### config.mk
export PLATFORM = sky130hd
export DESIGN_NAME = pit_table
export DESIGN_NICKNAME = d
export VERILOG_FILES = /design/src/rtl/pit_pkg.sv /design/src/rtl/pit_cam.sv /design/src/rtl/pit_table.sv
export SDC_FILE = /design/constraint.sdc
export NUM_CORES = 2
export LEC_CHECK = 0
export CAP_MARGIN = 10
export CELL_PAD_IN_SITES_DETAIL_PLACEMENT = 0
export CELL_PAD_IN_SITES_GLOBAL_PLACEMENT = 1
export CORE_MARGIN = 5
export CORE_UTILIZATION = 44
export DETAILED_ROUTE_END_ITERATION = 10
export PLACE_DENSITY_LB_ADDON = 0.15
export SLEW_MARGIN = 20
export SYNTH_ARGS = -nofsm -noshare
export SYNTH_HDL_FRONTEND = slang
export SYNTH_SLANG_ARGS = --single-unit
### constraint.sdc
create_clock -name clk -period 9.8 [get_ports clk]
set_clock_uncertainty 0.15 [all_clocks]
set_input_delay 1.96 -clock clk [delete_from_list [all_inputs] [get_ports clk]]
set_output_delay 1.96 -clock clk [all_outputs]
set_load 0.05 [all_outputs]
### src/rtl/pit_pkg.sv
// Shared widths, controller state encoding and entry layout for the pending
// interest table.
package pit_pkg;
    localparam int PIT_PREFIX_W = 64;
    localparam int PIT_LEN_W    = 6;

    typedef enum logic [2:0] {
        S_IDLE,
        S_MATCH_INT,
        S_MATCH_DATA,
        S_RESPOND,
        S_RECEIVE
    } state_t;

    typedef struct packed {
        logic                    valid;
        logic [PIT_PREFIX_W-1:0] prefix;
        logic [PIT_LEN_W-1:0]    len;
    } entry_t;
endpackage

### src/rtl/pit_cam.sv
// Entry storage with exact-match lookup on one key, lowest-index hit and
// lowest-index free slot encoders, one write port and one clear port.
module pit_cam #(
    parameter int ENTRIES  = 16,
    parameter int PREFIX_W = 64,
    parameter int LEN_W    = 6,
    parameter int IDX_W    = $clog2(ENTRIES)
) (
    input  logic                clk,
    input  logic                rst,
    input  logic [PREFIX_W-1:0] key_prefix,
    input  logic [LEN_W-1:0]    key_len,
    input  logic                wr_en,
    input  logic [IDX_W-1:0]    wr_idx,
    input  logic [PREFIX_W-1:0] wr_prefix,
    input  logic [LEN_W-1:0]    wr_len,
    input  logic                clr_en,
    input  logic [IDX_W-1:0]    clr_idx,
    output logic                hit,
    output logic [IDX_W-1:0]    hit_idx,
    output logic                free_any,
    output logic [IDX_W-1:0]    free_idx
);
    logic [ENTRIES-1:0]               vld_q, vld_d;
    logic [ENTRIES-1:0][PREFIX_W-1:0] pfx_q, pfx_d;
    logic [ENTRIES-1:0][LEN_W-1:0]    len_q, len_d;
    logic [ENTRIES-1:0]               match;

    always_comb begin
        match = '0;
        for (int i = 0; i < ENTRIES; i++)
            match[i] = vld_q[i] && (pfx_q[i] == key_prefix) && (len_q[i] == key_len);
    end

    // Walk high to low so the lowest matching / free index wins.
    always_comb begin
        hit_idx  = '0;
        free_idx = '0;
        for (int i = ENTRIES - 1; i >= 0; i--) begin
            if (match[i])  hit_idx  = IDX_W'(i);
            if (!vld_q[i]) free_idx = IDX_W'(i);
        end
        hit      = |match;
        free_any = ~&vld_q;
    end

    always_comb begin
        vld_d = vld_q;
        pfx_d = pfx_q;
        len_d = len_q;
        if (wr_en) begin
            vld_d[wr_idx] = 1'b1;
            pfx_d[wr_idx] = wr_prefix;
            len_d[wr_idx] = wr_len;
        end
        if (clr_en)
            vld_d[clr_idx] = 1'b0;
    end

    always_ff @(posedge clk or negedge rst) begin
        if (!rst) begin
            vld_q <= '0;
            pfx_q <= '0;
            len_q <= '0;
        end else begin
            vld_q <= vld_d;
            pfx_q <= pfx_d;
            len_q <= len_d;
        end
    end
endmodule

### src/rtl/pit_table.sv
// Pending interest table: records interests, forwards new ones to the FIB,
// and accepts/rejects FIB data offers, streaming accepted payloads downstream.
module pit_table
    import pit_pkg::*;
#(
    parameter int ENTRIES    = 16,
    parameter int PREFIX_W   = PIT_PREFIX_W,
    parameter int LEN_W      = PIT_LEN_W,
    parameter int DATA_BYTES = 1024
) (
    input  logic                       clk,
    input  logic                       rst,
    input  logic                       int_valid,
    input  logic [PREFIX_W-1:0]        int_prefix,
    input  logic [LEN_W-1:0]           int_len,
    output logic                       int_ready,
    output logic [PREFIX_W-1:0]        pit_in_prefix,
    output logic [LEN_W-1:0]           pit_in_len,
    output logic                       fib_out_bit,
    input  logic [PREFIX_W-1:0]        fib_prefix,
    input  logic [LEN_W-1:0]           fib_len,
    input  logic                       prefix_ready,
    input  logic [7:0]                 fib_data,
    output logic                       rejected,
    output logic                       start_send_to_pit,
    output logic [7:0]                 data_out,
    output logic                       data_valid,
    output logic                       data_last,
    output logic [$clog2(ENTRIES):0]   occupancy
);
    localparam int IDX_W = $clog2(ENTRIES);
    localparam int OCC_W = IDX_W + 1;
    localparam int CNT_W = $clog2(DATA_BYTES);
    localparam logic [CNT_W-1:0] CNT_LAST = CNT_W'(DATA_BYTES - 1);

    state_t              state_q, state_d;
    logic [PREFIX_W-1:0] key_pfx_q, key_pfx_d;
    logic [LEN_W-1:0]    key_len_q, key_len_d;
    logic                hit_q, hit_d;
    logic [IDX_W-1:0]    hit_idx_q, hit_idx_d;
    logic [CNT_W-1:0]    cnt_q, cnt_d;
    logic [OCC_W-1:0]    occ_q, occ_d;
    logic [PREFIX_W-1:0] pit_pfx_q, pit_pfx_d;
    logic [LEN_W-1:0]    pit_len_q, pit_len_d;
    logic                fwd_q, fwd_d;
    logic                rej_q, rej_d;
    logic                start_q, start_d;
    logic [7:0]          dout_q, dout_d;
    logic                dvld_q, dvld_d;
    logic                dlast_q, dlast_d;

    logic                cam_hit, cam_free_any, wr_en, clr_en;
    logic [IDX_W-1:0]    cam_hit_idx, cam_free_idx;

    pit_cam #(
        .ENTRIES  (ENTRIES),
        .PREFIX_W (PREFIX_W),
        .LEN_W    (LEN_W),
        .IDX_W    (IDX_W)
    ) u_cam (
        .clk        (clk),
        .rst        (rst),
        .key_prefix (key_pfx_q),
        .key_len    (key_len_q),
        .wr_en      (wr_en),
        .wr_idx     (cam_free_idx),
        .wr_prefix  (key_pfx_q),
        .wr_len     (key_len_q),
        .clr_en     (clr_en),
        .clr_idx    (hit_idx_q),
        .hit        (cam_hit),
        .hit_idx    (cam_hit_idx),
        .free_any   (cam_free_any),
        .free_idx   (cam_free_idx)
    );

    // Data offers take precedence, so an interest is only taken when no offer is pending.
    assign int_ready = (state_q == S_IDLE) && !prefix_ready && (occ_q < OCC_W'(ENTRIES));

    always_comb begin
        state_d   = state_q;
        key_pfx_d = key_pfx_q;
        key_len_d = key_len_q;
        hit_d     = hit_q;
        hit_idx_d = hit_idx_q;
        cnt_d     = cnt_q;
        occ_d     = occ_q;
        pit_pfx_d = pit_pfx_q;
        pit_len_d = pit_len_q;
        fwd_d     = 1'b0;
        rej_d     = 1'b0;
        start_d   = 1'b0;
        dout_d    = dout_q;
        dvld_d    = 1'b0;
        dlast_d   = 1'b0;
        wr_en     = 1'b0;
        clr_en    = 1'b0;
        case (state_q)
            S_IDLE: begin
                if (prefix_ready) begin
                    key_pfx_d = fib_prefix;
                    key_len_d = fib_len;
                    state_d   = S_MATCH_DATA;
                end else if (int_valid && int_ready) begin
                    key_pfx_d = int_prefix;
                    key_len_d = int_len;
                    state_d   = S_MATCH_INT;
                end
            end
            S_MATCH_INT: begin
                // A hit aggregates into the existing entry: nothing to write or forward.
                if (!cam_hit && cam_free_any) begin
                    wr_en     = 1'b1;
                    occ_d     = occ_q + 1'b1;
                    fwd_d     = 1'b1;
                    pit_pfx_d = key_pfx_q;
                    pit_len_d = key_len_q;
                end
                state_d = S_IDLE;
            end
            S_MATCH_DATA: begin
                hit_d     = cam_hit;
                hit_idx_d = cam_hit_idx;
                rej_d     = !cam_hit;
                start_d   = cam_hit;
                state_d   = S_RESPOND;
            end
            S_RESPOND: begin
                if (hit_q) begin
                    clr_en  = 1'b1;
                    occ_d   = occ_q - 1'b1;
                    cnt_d   = '0;
                    state_d = S_RECEIVE;
                end else begin
                    state_d = S_IDLE;
                end
            end
            S_RECEIVE: begin
                dout_d  = fib_data;
                dvld_d  = 1'b1;
                dlast_d = (cnt_q == CNT_LAST);
                cnt_d   = cnt_q + 1'b1;
                if (cnt_q == CNT_LAST)
                    state_d = S_IDLE;
            end
            default: state_d = S_IDLE;
        endcase
    end

    always_ff @(posedge clk or negedge rst) begin
        if (!rst) begin
            state_q   <= S_IDLE;
            key_pfx_q <= '0;
            key_len_q <= '0;
            hit_q     <= 1'b0;
            hit_idx_q <= '0;
            cnt_q     <= '0;
            occ_q     <= '0;
            pit_pfx_q <= '0;
            pit_len_q <= '0;
            fwd_q     <= 1'b0;
            rej_q     <= 1'b0;
            start_q   <= 1'b0;
            dout_q    <= '0;
            dvld_q    <= 1'b0;
            dlast_q   <= 1'b0;
        end else begin
            state_q   <= state_d;
            key_pfx_q <= key_pfx_d;
            key_len_q <= key_len_d;
            hit_q     <= hit_d;
            hit_idx_q <= hit_idx_d;
            cnt_q     <= cnt_d;
            occ_q     <= occ_d;
            pit_pfx_q <= pit_pfx_d;
            pit_len_q <= pit_len_d;
            fwd_q     <= fwd_d;
            rej_q     <= rej_d;
            start_q   <= start_d;
            dout_q    <= dout_d;
            dvld_q    <= dvld_d;
            dlast_q   <= dlast_d;
        end
    end

    assign pit_in_prefix     = pit_pfx_q;
    assign pit_in_len        = pit_len_q;
    assign fib_out_bit       = fwd_q;
    assign rejected          = rej_q;
    assign start_send_to_pit = start_q;
    assign data_out          = dout_q;
    assign data_valid        = dvld_q;
    assign data_last         = dlast_q;
    assign occupancy         = occ_q;
endmodule

# [Word level (Yosys, flattened, before mapping)]
# Index checks and enable logic that the tools add are counted.
[totals] register_bits=1312 out_inout_bits=89 wordCells=218
[op_classes] eq_ne=41 bitwise_logic=3 order_cmp=5 n_addsub=3 reduce_logical=52 mux=66
[op_table] cell="1024-bit bitwise mux" n=1
[op_table] cell="64-bit == test" n=16
[op_table] cell="64-bit demux with 4-bit select" n=1
[op_table] cell="64-bit two-way mux" n=3
[op_table] cell="4-bit two-way mux" n=32
[op_table] cell="96-bit bitwise mux" n=1
[op_table] cell="6-bit == test" n=16
[op_table] cell="1-bit logical AND" n=38
[op_table] cell="16-bit two-way mux" n=2
[op_table] cell="6-bit demux with 4-bit select" n=1
[op_table] cell="10-bit case mux with 2 select lines" n=1
[op_table] cell="6-bit two-way mux" n=3
[op_table] cell="16-bit AND" n=1
[op_table] cell="16-bit inverter" n=1
[op_table] cell="16-bit OR" n=1
[op_table] cell="16-bit AND reduction" n=1
[op_table] cell="16-bit OR reduction" n=1
[op_table] cell="3-bit two-way mux" n=4
[op_table] cell="3-bit case mux with 4 select lines" n=1
[op_table] cell="10-bit by 1-bit adder with 10-bit output, second input constant" n=1
[op_table] cell="10-bit == test, second input constant" n=1
[op_table] cell="4-bit by 5-bit < comparator with 1-bit output, second input constant" n=2
[op_table] cell="1-bit two-way mux" n=10
[op_table] cell="10-bit two-way mux" n=1
[op_table] cell="17 further kinds" n=30

# [Longest topological paths before layout]
[depth] word_depth=24 mapped_depth=16

# [Cells and area by module]
# From an unflattened synthesis, not the netlist that was laid out.
[hier_totals] cells_unflattened=5057 hier_area_um2=62949.1
[by_module_without_submodules] module="pit_cam" n_inst=1 area_each_um2=55215.5 cells_per_inst=4441 seq_area_each_um2=28427.3
[by_module_without_submodules] module="pit_table" n_inst=1 area_each_um2=7733.7 cells_per_inst=616 seq_area_each_um2=4404.2

# [Worst setup path after synthesis]
# OpenSTA, ideal clock, no wires.
[synth_path] path_kind="input port to output port" start="input port prefix_ready" end="output port int_ready" t_arrival_ps=3582 path_buffers=2 path_slack_ps=4108 stages=3 cell_sequence="clkbuf_1 -> buf_1 -> nor3_1"
[synth_via] elab_chain_cells=3
[synth_lines] element="start, declared" line="pit_table.sv:22" rtl="input logic prefix_ready,"
[synth_lines] element="1-bit logical NOT" line="pit_table.sv:78" rtl="assign int_ready = (state_q == S_IDLE) && !prefix_ready && (occ_q < OCC_W'(ENTRIES));"
[synth_lines] element="1-bit logical AND (2 in a row)" line="pit_table.sv:78"
[synth_lines] element="end, declared" line="pit_table.sv:16" rtl="output logic int_ready,"
# Every way passes these cells.

# [Worst setup path after layout]
[layout_path] start="register key_pfx_q[53]" end="register u_cam.pfx_q[291] (netlist bit)"
[layout_via] elab_chain_cells=8 word_cells_on_any_way=53
[layout_lines] element="start, declared" line="pit_table.sv:37" rtl="logic [PREFIX_W-1:0] key_pfx_q, key_pfx_d;"
[layout_lines] element="start signal, assigned" line="pit_table.sv:169" rtl="key_pfx_q <= key_pfx_d;"
[layout_lines] element="64-bit == test" line="pit_cam.sv:32" rtl="match[i] = vld_q[i] && (pfx_q[i] == key_prefix) && (len_q[i] == key_len);"
[layout_lines] element="1-bit logical AND (2 in a row)" line="pit_cam.sv:32"
[layout_lines] element="16-bit OR reduction *" line="pit_cam.sv:43" rtl="hit = |match;"
[layout_lines] element="1-bit logical NOT *" line="pit_table.sv:112" rtl="if (!cam_hit && cam_free_any) begin"
[layout_lines] element="1-bit logical AND *" line="pit_table.sv:112"
[layout_lines] element="1-bit two-way mux *" line="pit_table.sv:112"
[layout_lines] element="1-bit two-way mux *" line="pit_table.sv:98" rtl="case (state_q)"
[layout_lines] element="end signal, assigned" line="pit_cam.sv:67" rtl="pfx_q <= pfx_d;"
[layout_lines] element="end, declared" line="pit_cam.sv:25" rtl="logic [ENTRIES-1:0][PREFIX_W-1:0] pfx_q, pfx_d;"
# Mark *: on every way between the ends. The rest lies on a longest branch, timed or not.
# A chain may end at the register's enable or synchronous reset.

==> summary.md <==
| Metric | Value |
|---|---|
| CP max stage cell | `dfrtp_2` |
| Share of layout cells above drive strength 1 | `0.241` |
| Clock Sinks | `1312` |
| Synth warnings | `0` |
| Switching share of power | `0.452` |
| Critical Path Stages | `11` |
| IO Port Bufs | `240` |
| Relative slew slack | `0.184` |
| DRT iter0 DRCs | `4491` |
| Total GRT Usage | `0.305` |
| Chip Width | `406 µm` |
| RR Startpoint | `key_pfx_q[53]` |
| Synthesized flop and latch total | `1312` |
| Detailed Routing Iterations Pass 1 | `5` |
| Largest cells by area after synthesis | `dfrtp_1 (47%), mux2_2 (16%), xnor2_1 (7.2%), nand2b_1 (4.6%), xor2_1 (3.6%)` |
| Final Hold Fails | `0` |
| Synth Cell Area | `69200 µm²` |
| Family with the most delay on the worst path | `simple AND/OR/NAND/NOR gates` |
| CTS tree | `yes` |
| Setup CP Type | `flip-flop to flip-flop` |
| Leakage | `35.0 nW` |
| Cts repair resizes | `0` |
| Crit-path cells | `buf_4 -> xnor2_1 -> nand4_1 -> nor4_1 -> nand4_1 -> or4_1 -> and4_1 -> nand4_4 -> or3_2 -> buf_4 -> mux2_2` |
| Clock latency on the worst-skew pair | `0.80 ns` |
| Minimum clock period after layout | `5.82 ns` |
| Grt total ovfl | `0` |
| Commonest non-fill, non-tap cell in the layout | `dfrtp_1` |
| Vias in the first global route | `48700` |
| Worst Setup End Kind | `flip-flop` |
| Final Max Tran Viols | `0` |
| Maximum vdd ir drop | `0.209 mV` |
| Avg Cell Area, Syn | `11.6 µm²` |
| Vias per cell | `5.91` |
| Internal Power | `14.4 mW` |
| Die area | `165000 µm²` |
| Clock power share | `0.221` |
| Register-to-Register Path Depth | `11` |
| Post-Place Setup Slack | `4.07 ns` |
| # DRC | `0` |
| Final WL | `252000 µm` |
| Rows | `145` |
| Starting density of the core | `0.443` |
| Total Power | `26.2 mW` |
| Finished Layout Cells | `8252` |
| Area delta synth->final | `13.4%` |
| Slowest cell delay on critical path | `0.92 ns` |
| Antenna violations before repair | `14` |
| TritonCTS Buffers | `151` |
| Post-route clock period utilization | `0.594` |
| Placer Congestion | `0.926` |
| Pin slew with the least headroom to its limit | `1.21 ns` |
| Fin Setup TNS | `0 ns` |
| Post-DP HPWL | `167000 µm` |
| Routed Antenna Nets | `0` |
| Combinational share of power | `0.450` |
| Sequential element share of the synthesized area | `0.475` |
| Netlist cell types | `78` |
| H-tree Lvls | `4` |
| Mapped Cells | `5977` |
| Post-synth EDFFs | `0` |
| Worst Path Required | `10.32 ns` |
| Syn_nets | `6134` |
| Clock buffer depth | `3` |
| Total number of vias | `48800` |
| Ports | `241` |
| Layout Nets | `6226` |
| Pin count of the biggest net entering global routing | `150` |
| Dpl cells | `7972` |
| Primary FF master, synth | `dfrtp_1` |
| WHS Path Cells | `2` |
| CP arrival | `6.34 ns` |
| Worst min path class | `flip-flop to flip-flop` |
| Post-CTS setup buffers | `0` |
| CP startpoint | `key_pfx_q[53]` |
| Reg power frac | `0.329` |
| WL/cell | `30.6 µm` |
| Min-delay src | `data_out[2]` |
| First-pass GRT wire length | `362000 µm` |
| Most frequent cells in the layout | `dfrtp_1 (1242), mux2_2 (990), xnor2_1 (571), nand2b_1 (508), nand4_1 (403)` |
| Clk slew on worst S/H paths | `0.06 ns` |
| Core box area | `156000 µm²` |
| Startpoint Class | `flip-flop` |
| Unrepaired setup endpoints after global routing | `no` |
| Psw | `11.8 mW` |
| Yosys top cell by area | `dfrtp_1` |
| Ys async rst share | `1.00` |
| Bufs and invs on worst path | `2` |
| Clk Tree Root Cell | `clkbuf_16` |
| PD cells | `334 nW/µm²` |
| Area share of the largest cell type after synthesis | `0.475` |
| # Max-Cap Violations | `0` |
| Crit path max fanout | `52` |
| Chip Height | `406 µm` |
| Fin worst setup slack | `3.98 ns` |
| Outcome | `finished clean` |
| Hold_buf cts | `0` |
| Final setup fails | `0` |
| Peak Freq | `172 MHz` |
[power groups by stage]
stage	clock (mW)	combinational, mW	sequential [mW]
6_report	5.79	11.8	8.61
3_3_place_gp	0	11.7	8.61
3_5_place_dp	0	11.6	8.65
5_1_grt	6.12	12.4	8.72
2_1_floorplan	0	7.24	8.03
4_1_cts	5.89	11.7	8.56
[area by class of cell]
class | instances | area, µm²
Antenna cell | 7 | 17.5
Clock buffer | 230 | 4550
Clock inverter | 41 | 493
Fill cell | 14000 | 77800
Inverter | 99 | 372
Multi-Input combinational cell | 4122 | 33900
Sequential cell | 1312 | 32900
Tap cell | 2058 | 2570
Timing Repair Buffer | 383 | 3620
[path summary, 6_finish.rpt]
path                                     to  slack [ns]
max                        u_cam.pfx_q[291]        3.98
min                             data_out[2]        0.33
max reg2reg                u_cam.pfx_q[291]        3.98
min reg2reg                     data_out[2]        0.33
max in group asynchronous  u_cam.pfx_q[851]        6.27
min in group asynchronous  u_cam.pfx_q[142]        1.03
[layer usage]
layer  up-vias  routed length, µm  share of wire  GRT usage
li1      21400                  -              -          -
met4         2               9490          0.038      0.106
met2      1513             116000           0.46      0.486
met5         -                 17       0.000067          0
met3       375              13900          0.055     0.0430
met1     25500             113000           0.45      0.429
[state kept, by name, summed over array words and instances (netlist names)]
signal	count
state_q	3
data_out	8
u_cam.vld_q	16
u_cam.len_q	96
key_pfx_q	64
cnt_q	10
occupancy	5
start_send_to_pit	1
data_last	1
hit_q	1
hit_idx_q	4
pit_in_len	6
u_cam.pfx_q	1024
data_valid	1
fib_out_bit	1
pit_in_prefix	64
rejected	1
key_len_q	6
[through the flow]
| step | util | hold slack (ns) | cell area (µm²) |
|---|---|---|---|
| after global routing | 0.502 | 0.353 | 78400 |
| after global placement | 0.469 | 0.307 | 73300 |
| after CTS | 0.502 | 0.327 | 78300 |
| after floorplan | - | 0.306 | 69200 |
| final | 0.502 | 0.326 | 78400 |
| after detailed placement | 0.469 | 0.313 | 73300 |
[worst min-delay path, cell delays in order (launching register included)]
cell and delay [ns]:
dfrtp_1 0.33, nand2_1 0.05, nand2_1 0.06
[cells in the mapped netlist (4+ instances only)]
master,n
dfrtp_1,1312
mux2_2,990
xnor2_1,571
nand2b_1,508
nand4_1,403
xor2_1,288
nand2_1,217
nor4_1,199
buf_2,195
clkbuf_1,169
mux2_1,146
nand3_1,114
mux2i_1,112
inv_1,99
o21ai_0,92
nor2_1,79
nor3_1,58
o2111ai_1,58
buf_4,45
or4_1,28
nor2b_1,24
buf_1,22
nor4b_1,18
nand4b_1,17
or3_1,17
mux2_4,16
a21oi_1,13
buf_6,12
o22ai_1,11
and4_1,10
and3_1,9
nor3b_1,8
o211ai_1,7
or4b_1,6
and2_1,5
o221ai_1,5
or2_2,5
a2111oi_0,4
a22oi_1,4
a31oi_1,4
and3b_1,4
ha_1,4
nor4bb_1,4
[logic make-up after synthesis]
| kind of cell | Yosys count | synth area share |
|---|---|---|
| AND/OR/NAND/NOR | 1762 | 0.151 |
| buffers and inverters | 543 | 0.0370 |
| XOR/XNOR | 859 | 0.109 |
| flip-flops | 1312 | 0.475 |
| multiplexers | 1264 | 0.205 |
| adder cells (fa/ha/maj) | 5 | 0.00101 |
| AO/OA/AOI/OAI | 232 | 0.0228 |
(Power assumes the default switching activity.)
